`config.mk`:
```
export PLATFORM = sky130hd
export DESIGN_NAME = mem_bus_arbiter
export DESIGN_NICKNAME = d
export VERILOG_FILES = /design/src/rtl/mem_bus_arbiter.sv
export SDC_FILE = /design/constraint.sdc
export NUM_CORES = 1
export LEC_CHECK = 0
export CAP_MARGIN = 10
export CORE_ASPECT_RATIO = 0.6
export CORE_MARGIN = 2
export CORE_UTILIZATION = 41
export CTS_BUF_LIST = sky130_fd_sc_hd__clkbuf_4 sky130_fd_sc_hd__clkbuf_8
export DETAILED_ROUTE_END_ITERATION = 16
export GPL_TIMING_DRIVEN = 0
export PLACE_DENSITY = 0.82
export SLEW_MARGIN = 20
export SYNTH_ARGS = -nofsm -noshare
export SYNTH_HDL_FRONTEND = slang
export SYNTH_SLANG_ARGS = --single-unit
```
`constraint.sdc`:
```
create_clock -name clk -period 2.2 [get_ports clk]
set_clock_uncertainty 0.05 [all_clocks]
set_input_delay 0.66 -clock clk [delete_from_list [all_inputs] [get_ports clk]]
set_output_delay 0.66 -clock clk [all_outputs]
set_load 0.01 [all_outputs]
```
`src/rtl/mem_bus_arbiter.sv`:
```
// Two-port (data / instruction fetch) arbiter onto one single-port memory bus.
// Optional round-robin grant when ARB_ROUND_ROBIN_EN is defined; default is data-over-fetch priority.
module mem_bus_arbiter #(
  parameter int TIMEOUT = 16,
  parameter int CNT_W   = 5
) (
  input  logic        clk,
  input  logic        rst,
  input  logic        d_ce_i,
  input  logic        d_we_i,
  input  logic [31:0] d_addr_i,
  input  logic [3:0]  d_sel_i,
  input  logic [31:0] d_wdata_i,
  output logic [31:0] d_rdata_o,
  output logic        d_stall_o,
  input  logic        i_ce_i,
  input  logic [31:0] i_addr_i,
  output logic [31:0] i_rdata_o,
  output logic        i_stall_o,
  input  logic        flush_i,
  output logic        s_req_o,
  output logic        s_we_o,
  output logic [31:0] s_addr_o,
  output logic [3:0]  s_sel_o,
  output logic [31:0] s_wdata_o,
  input  logic [31:0] s_rdata_i,
  input  logic        s_ack_i,
  output logic        bus_err_o
);

  typedef enum logic [2:0] {
    IDLE,
    BUSY_D,
    BUSY_I,
    DONE_D,
    DONE_I
  } state_t;

  localparam logic [CNT_W-1:0] TO_LAST = CNT_W'(TIMEOUT - 1);

  state_t           state;
  logic [CNT_W-1:0] cnt;
  logic             flush_seen;
  logic             timeout_hit;
  logic             fetch_req;
  logic             grant_d;
  logic             grant_i;
  logic             discard;

  assign d_stall_o   = d_ce_i & (state != DONE_D);
  assign i_stall_o   = i_ce_i & (state != DONE_I) & ~flush_i;
  assign timeout_hit = (TIMEOUT != 0) && (cnt == TO_LAST);
  assign fetch_req   = i_ce_i & ~flush_i;
  // A flushed fetch still has to finish on the bus, but its data is dropped.
  assign discard     = flush_i | flush_seen;

`ifdef ARB_ROUND_ROBIN_EN
  logic last_grant;  // 1 = fetch was granted last

  always_comb begin
    grant_d = 1'b0;
    grant_i = 1'b0;
    if (d_ce_i && fetch_req) begin
      grant_d = last_grant;
      grant_i = ~last_grant;
    end else begin
      grant_d = d_ce_i;
      grant_i = fetch_req;
    end
  end
`else
  assign grant_d = d_ce_i;
  assign grant_i = fetch_req & ~d_ce_i;
`endif

  always_ff @(posedge clk) begin
    if (rst) begin
      state      <= IDLE;
      cnt        <= '0;
      flush_seen <= 1'b0;
      s_req_o    <= 1'b0;
      s_we_o     <= 1'b0;
      s_addr_o   <= '0;
      s_sel_o    <= '0;
      s_wdata_o  <= '0;
      d_rdata_o  <= '0;
      i_rdata_o  <= '0;
      bus_err_o  <= 1'b0;
`ifdef ARB_ROUND_ROBIN_EN
      last_grant <= 1'b1;
`endif
    end else begin
      bus_err_o <= 1'b0;
      case (state)
        IDLE: begin
          cnt        <= '0;
          flush_seen <= 1'b0;
          if (grant_d) begin
            s_req_o   <= 1'b1;
            s_we_o    <= d_we_i;
            s_addr_o  <= d_addr_i;
            s_sel_o   <= d_sel_i;
            s_wdata_o <= d_wdata_i;
            state     <= BUSY_D;
`ifdef ARB_ROUND_ROBIN_EN
            last_grant <= 1'b0;
`endif
          end else if (grant_i) begin
            s_req_o   <= 1'b1;
            s_we_o    <= 1'b0;
            s_addr_o  <= i_addr_i;
            s_sel_o   <= 4'b1111;
            s_wdata_o <= '0;
            state     <= BUSY_I;
`ifdef ARB_ROUND_ROBIN_EN
            last_grant <= 1'b1;
`endif
          end
        end

        BUSY_D: begin
          if (s_ack_i) begin
            s_req_o <= 1'b0;
            if (!s_we_o) d_rdata_o <= s_rdata_i;
            state <= DONE_D;
          end else if (timeout_hit) begin
            s_req_o   <= 1'b0;
            bus_err_o <= 1'b1;
            if (!s_we_o) d_rdata_o <= '0;
            state <= DONE_D;
          end else begin
            cnt <= cnt + 1'b1;
          end
        end

        BUSY_I: begin
          if (flush_i) flush_seen <= 1'b1;
          if (s_ack_i) begin
            s_req_o <= 1'b0;
            if (discard) begin
              state <= IDLE;
            end else begin
              i_rdata_o <= s_rdata_i;
              state     <= DONE_I;
            end
          end else if (timeout_hit) begin
            s_req_o   <= 1'b0;
            bus_err_o <= 1'b1;
            if (discard) begin
              state <= IDLE;
            end else begin
              i_rdata_o <= '0;
              state     <= DONE_I;
            end
          end else begin
            cnt <= cnt + 1'b1;
          end
        end

        DONE_D:  state <= IDLE;
        DONE_I:  state <= IDLE;
        default: state <= IDLE;
      endcase
    end
  end

endmodule

```
==> results of run 1 <==
registers in the layout, indices dropped and copies added, names as in the netlist:
signal,cells
s_we_o,1
s_addr_o,32
cnt,5
s_req_o,1
flush_seen,1
i_rdata_o,32
state,3
d_rdata_o,32
bus_err_o,1
s_sel_o,4
s_wdata_o,32
what timing repair did:
item,CTS,global route
hold buffers,0,0
buffers inserted,2,0
setup endpoints to repair,46,63
pin swaps,0,1
gates resized for setup,22,42
endpoints found under the hold margin,0,0
worst max-delay path, stage by stage, from the launching register on:
cell and delay, ps:
dfxtp_1 350, ha_2 190, and3_4 190, ha_2 190, nor2_1 80, or3_1 360, clkbuf_4 180, buf_6 160
a22oi_2 210, nor2_1 60
power by group through the flow:
| stage | Combinational (mW) | Clock [mW] | Sequential (mW) |
|---|---|---|---|
| floorplan | 0.616 | 0 | 3.07 |
| global placement | 1.55 | 0 | 2.97 |
| detailed placement | 1.57 | 0 | 2.98 |
| CTS | 1.58 | 2.26 | 2.92 |
| global route | 1.73 | 2.40 | 2.95 |
| finish | 1.60 | 2.23 | 2.93 |
cell families after synthesis:
| logic type | after synthesis | synth area share [%] |
|---|---|---|
| AND/OR/NAND/NOR | 201 | 16.1 |
| AO/OA/AOI/OAI | 148 | 18.7 |
| flip-flops | 144 | 53.1 |
| buffers and inverters | 58 | 4.96 |
| multiplexers | 32 | 5.90 |
| XOR/XNOR | 3 | 0.484 |
| adder cells (fa/ha/maj) | 3 | 0.692 |
cell type report:
type / count / area, um2 / area share, %
Buffer: 53 / 272 / 3.03
Clock buffer: 20 / 269 / 3.00
Clock inverter: 12 / 156 / 1.74
Inverter: 4 / 15.0 / 0.167
Multi-Input combinational cell: 387 / 2420 / 27.0
Sequential cell: 144 / 2890 / 32.2
Tap cell: 170 / 213 / 2.37
Timing Repair Buffer: 275 / 2730 / 30.5
stage by stage:
step | area, um2 | setup TNS, ps | util (%) | std cells | hold slack (ps)
2_1_floorplan | 5430 | 0 | - | 589 | 396
3_3_place_gp | 8370 | -39000 | 64.9 | 1032 | 388
3_5_place_dp | 8370 | -41630 | 64.9 | 1032 | 394
4_1_cts | 8820 | 0 | 68.4 | 1066 | 405
5_1_grt | 8970 | -302 | 69.5 | 1065 | 419
6_report | 8970 | 0 | 69.5 | 1065 | 403
layer usage:
metal	GRT usage, %	share of wire, %	routed length, um	vias to the layer above
met2	41.4	46	8410	220
li1	-	-	-	2682
met1	31.6	44	7910	2623
met4	5.09	1.3	231	0
met5	0	0	0	-
met3	8.67	8.8	1600	20
cell usage after synthesis (2+ instances only):
library cell	n
clkbuf_1	32
nand2b_1	2
inv_1	4
o31ai_1	2
o21ai_0	3
buf_6	4
o22ai_1	4
a211oi_1	33
and3_1	3
nand3_1	36
a21oi_1	33
nor3_1	6
xor2_1	2
a22oi_1	65
mux2i_1	32
ha_1	3
dfxtp_1	144
nor2_1	109
buf_1	3
nor2b_1	2
buf_2	14
nand2_1	33
o21a_1	2
worst min-delay path by stage:
stage                                  to
4_1_cts        d_rdata_o[26]$_SDFFE_PP0P_
3_5_place_dp   d_rdata_o[26]$_SDFFE_PP0P_
3_3_place_gp   d_rdata_o[25]$_SDFFE_PP0P_
6_report       d_rdata_o[19]$_SDFFE_PP0P_
2_1_floorplan         cnt[4]$_SDFFE_PP0P_
5_1_grt        d_rdata_o[19]$_SDFFE_PP0P_
==> run metrics, run 1 <==
Post-synth EDFFs 0; worst path required time 2460 ps; ANT cells 0; Synth Warn # 0; Power Dens Cells 754 nW/um2; GRT overflow 0; Clock Power Share 33.0%; leak pwr 3.32 nW; fill count 1015; Synth async-reset ratio 0%; Critical R2R Capture i_rdata_o[18]$_SDFFE_PP0P_; Worst Setup Slack, final 52.2 ps; via count 5545; clock transition at the registers of the reported paths 80 ps; Final nets 1024; initial antenna violation count 0; CTS tree built; initial drt markers 238; cell internal pwr 4.85 mW; DIE HEIGHT 93.1 um; reg2reg setup slack 50 ps; Final Power 6.76 mW; Via density 5.21; Final Hold Fails 0; Net Count, Synth 731; max-slew violation total from the final report 0; Pre-antenna DRT Iters 5; core area 12900 um2; R2R cell count 9; Place WS -730 ps; I/O Buffers 273; synthesized instance count 589; cts bufs inserted 17; vias in the first global route 5465; width of the die 153 um; Net Switching 1.91 mW; Mapped Area 5430 um2; Setup CP Type reg -> reg; area share of the largest cell type after synthesis 53.1%; hold wc startpoint d_rdata_o[19]$_SDFFE_PP0P_; Worst setup SP type flip-flop; GPL Wtd Cong 0.826; Seq pwr share 43.3%; fin crit period 2150 ps; Clock Path Buffers 2; WL/cell 17.0 um; R2R Path Start cnt[1]$_SDFFE_PP0P_; hold path depth 2; DRT Wirelength 18.2 mm; switching share of power 28.3%; most frequent cells in the layout 268 x clkdlybuf4s50_1, 141 x dfxtp_1, 107 x nor2_1; Peak VDD IR 366 uV; Worst-Skew Late Latency 430 ps; Antenna Nets Post-Route 0; Netlist cell types 41; Post-DP HPWL 13.6 mm; first-pass GRT wire length 28.2 mm; die area 14200 um2; CP Capture Type flip-flop; Rel. slew slack 51.4%; ys flop type dfxtp_1; CTS H-Tree Depth 4; Crit path arrival time 2410 ps; synthesized flop and latch total 144; crit path launch cnt[1]$_SDFFE_PP0P_; Cell Rows 32; most common cell after layout, fill and taps aside clkdlybuf4s50_1; Final Setup Violations 0; largest net degree at the start of global routing 17; run status finished clean; combinational power share 23.7%; IO Count 276; worst-margin pin slew 729 ps; Max Freq 0.466 GHz; Syn Area/Cell 9.22 um2; MaxCap Viol Count 0; drt drc 0; crit path to i_rdata_o[18]$_SDFFE_PP0P_; Synth area leaders dfxtp_1 53%, a22oi_1 9.0%, nor2_1 7.5%, mux2i_1 5.9%, a211oi_1 4.6%; total track usage 24.8%; Tcrit/Tclk final 97.6%; largest area contributor in the netlist dfxtp_1; layout cells sized above 1 10.5%; clk root buf clkbuf_8; CTS sink count 144; P&R area growth vs syn 65.2%; Seq/Total Area, Yosys 53.1%; RSZ-0062 raised after global routing yes; crit path max fanout 10; HP Class reg -> reg; initial core utilization 42.1%
No activity file was read; power rests on OpenSTA's default activity.
==> run 2, diff against run 1 <==
Settings changed: HOLD_SLACK_MARGIN set to 0.1.
==> results of run 2 <==
The final DEF is identical to that of run 1; final timing and power are the same.
==> run 3, diff against run 2 <==
Settings changed: CORE_ASPECT_RATIO 0.6 to 0.8.
==> run 3 against run 2 <==
Clock power is 4% higher. Combinational power barely moved. Critical endpoint is now s_we_o. Via count shrank 0.11%. First-iteration DRC count increased by 13%. Global-route usage is 0.12 points higher. Total power rose by 1.4%. Non-clock buffer count stayed put. Wire length is 1.5% lower. Largest power group unchanged.
==> run metrics, run 3 (synthesis results as in run 1) <==
run status finished clean; CP Cell Sequence clkdlybuf4s50_1; Max Freq 0.469 GHz (+0.69%); initial antenna violation count 0 (unchanged); Crit path arrival time 1420 ps (-990 ps); Tcrit/Tclk final 97.0% (-0.67 points); clk root buf clkbuf_8; drt drc 0 (unchanged); HP Class reg -> reg; final std cells w/o fill 1070 (+0.47%); ANT cells 0 (unchanged); CTS hold repair buffers 0 (unchanged); Worst path top cell family by delay buffers and inverters; most common cell after layout, fill and taps aside clkdlybuf4s50_1; width of the die 133 um (-13%); slowest cell on the critical path clkdlybuf4s50_1; WL/cell 16.7 um (-2.0%); cts bufs inserted 17 (unchanged); Cell Rows 37 (+16%); die area 14200 um2 (-0.17%); CP Capture Type output port; first-pass GRT wire length 27.7 mm (-1.4%); Critical R2R Capture i_rdata_o[30]$_SDFFE_PP0P_; P&R area growth vs syn 64.0%; dpl cells 1037 (+0.48%); Final nets 1024 (unchanged); Via density 5.18 (-0.57%); CTS H-Tree Depth 4 (unchanged); worst-margin pin slew 706 ps (-22.8 ps); Rel. slew slack 52.9% (+1.5 points); Core Util, Final 68.9% (-0.62 points); Post-DP HPWL 13.5 mm (-0.54%); total track usage 25.0% (+0.12 points); MaxCap Viol Count 0 (unchanged); reg2reg setup slack 120 ps (+70 ps); GRT overflow 0 (unchanged); Worst-Skew Late Latency 430 ps (about the same); CP max stage delay 590 ps (+230 ps); leak pwr 3.31 nW (-0.30%); core area 12900 um2 (+0.18%); Power Dens Cells 770 nW/um2 (+2.1%); layout cells sized above 1 8.60% (-1.9 points); I/O Buffers 273 (unchanged); Worst setup SP type flip-flop; via count 5539 (-0.11%); Pre-antenna DRT Iters 5 (unchanged); hold path depth 2 (unchanged); vias in the first global route 5224 (-4.4%); initial core utilization 42.0% (-0.077 points); clock transition at the registers of the reported paths 80 ps (about the same); worst path required time 1490 ps (-970 ps); crit path max fanout 4 (-6); fin crit period 2130 ps (-14.7 ps); max-slew violation total from the final report 0 (unchanged); CP Buf/Inv Count 1 (-1); Clock Path Buffers 2 (unchanged); Final Setup Violations 0 (unchanged); R2R cell count 9 (unchanged); CTS tree built; DRT Wirelength 17.9 mm (-1.5%); initial drt markers 268 (+13%); IO Count 276 (unchanged); Antenna Nets Post-Route 0 (unchanged); Area after DPL 8380 um2 (about the same); most frequent cells in the layout 268 x clkdlybuf4s50_1, 140 x dfxtp_1, 108 x nor2_1; DIE HEIGHT 107 um (+15%); R2R Path Start cnt[0]$_SDFFE_PP0P_; Worst Hold Endpoint d_rdata_o[8]$_SDFFE_PP0P_; largest net degree at the start of global routing 17 (unchanged); CTS sink count 144 (unchanged); Final Hold Fails 0 (unchanged); hold wc startpoint d_rdata_o[8]$_SDFFE_PP0P_; post-route cell area 8900 um2 (-0.71%); Setup CP Type reg -> out; GPL Wtd Cong 0.831 (+0.63%); Peak VDD IR 510 uV (+39%)
## run 3: cell count changes in the layout (fill, tap and decap cells not counted), sizes merged
cell      delta
clkbuf       -1
clkinvlp     +2
bufinv       +1
clkinv       -2
## run 3: worst max-delay path by stage
stage                                      end           startpoint  depth (start not counted)
finish                                  s_we_o  s_we_o$_SDFFE_PP0P_                          1
floorplan            i_rdata_o[1]$_SDFFE_PP0P_              flush_i                          6
global placement                     i_stall_o              flush_i                          4
CTS                 d_rdata_o[30]$_SDFFE_PP0P_  cnt[0]$_SDFFE_PP0P_                          8
detailed placement                   i_stall_o               i_ce_i                          4
global route        i_rdata_o[14]$_SDFFE_PP0P_  cnt[0]$_SDFFE_PP0P_                          9
## run 3: final cells by class
type	instances	area (um2)
plain buffers	53	263
multi-input cells	387	2340
well taps	175	219
fillers	1044	4010
flip-flops and latches	144	2890
repair buffers	275	2730
clock buffers	19	262
clock inverters	13	184
inverters	4	15.0
## run 3: metrics by stage
stage	hold slack, ps	TNS (ps)	worst slack (ps)	total power, mW
after floorplan	396	0	204	3.69
after global placement	389	-38600	-822	4.53
after detailed placement	394	-42430	-837	4.55
after CTS	406	-2.29	-2.29	6.89
after global routing	425	-6.78	-3.54	7.17
final	403	0	66.9	6.85
## run 3: timing repair
action                                  CTS  global route
setup buffers                             2             0
pin swaps                                 0             0
gates resized for setup                  21            19
endpoints found under the setup margin   40            62
## run 3: where the power goes
part           internal [mW]  total (mW)  switching (mW)
Combinational          0.819        1.59           0.769
Sequential              2.82        2.93           0.115
Clock                   1.30        2.33            1.03
## run 3: metal layers
metal	global-route usage, %	up-vias	wire length (um)
met2	40.4	239	8470
met3	8.79	22	1660
met1	31.6	2600	7470
met4	7.37	0	278
li1	-	2678	-
met5	0	-	0
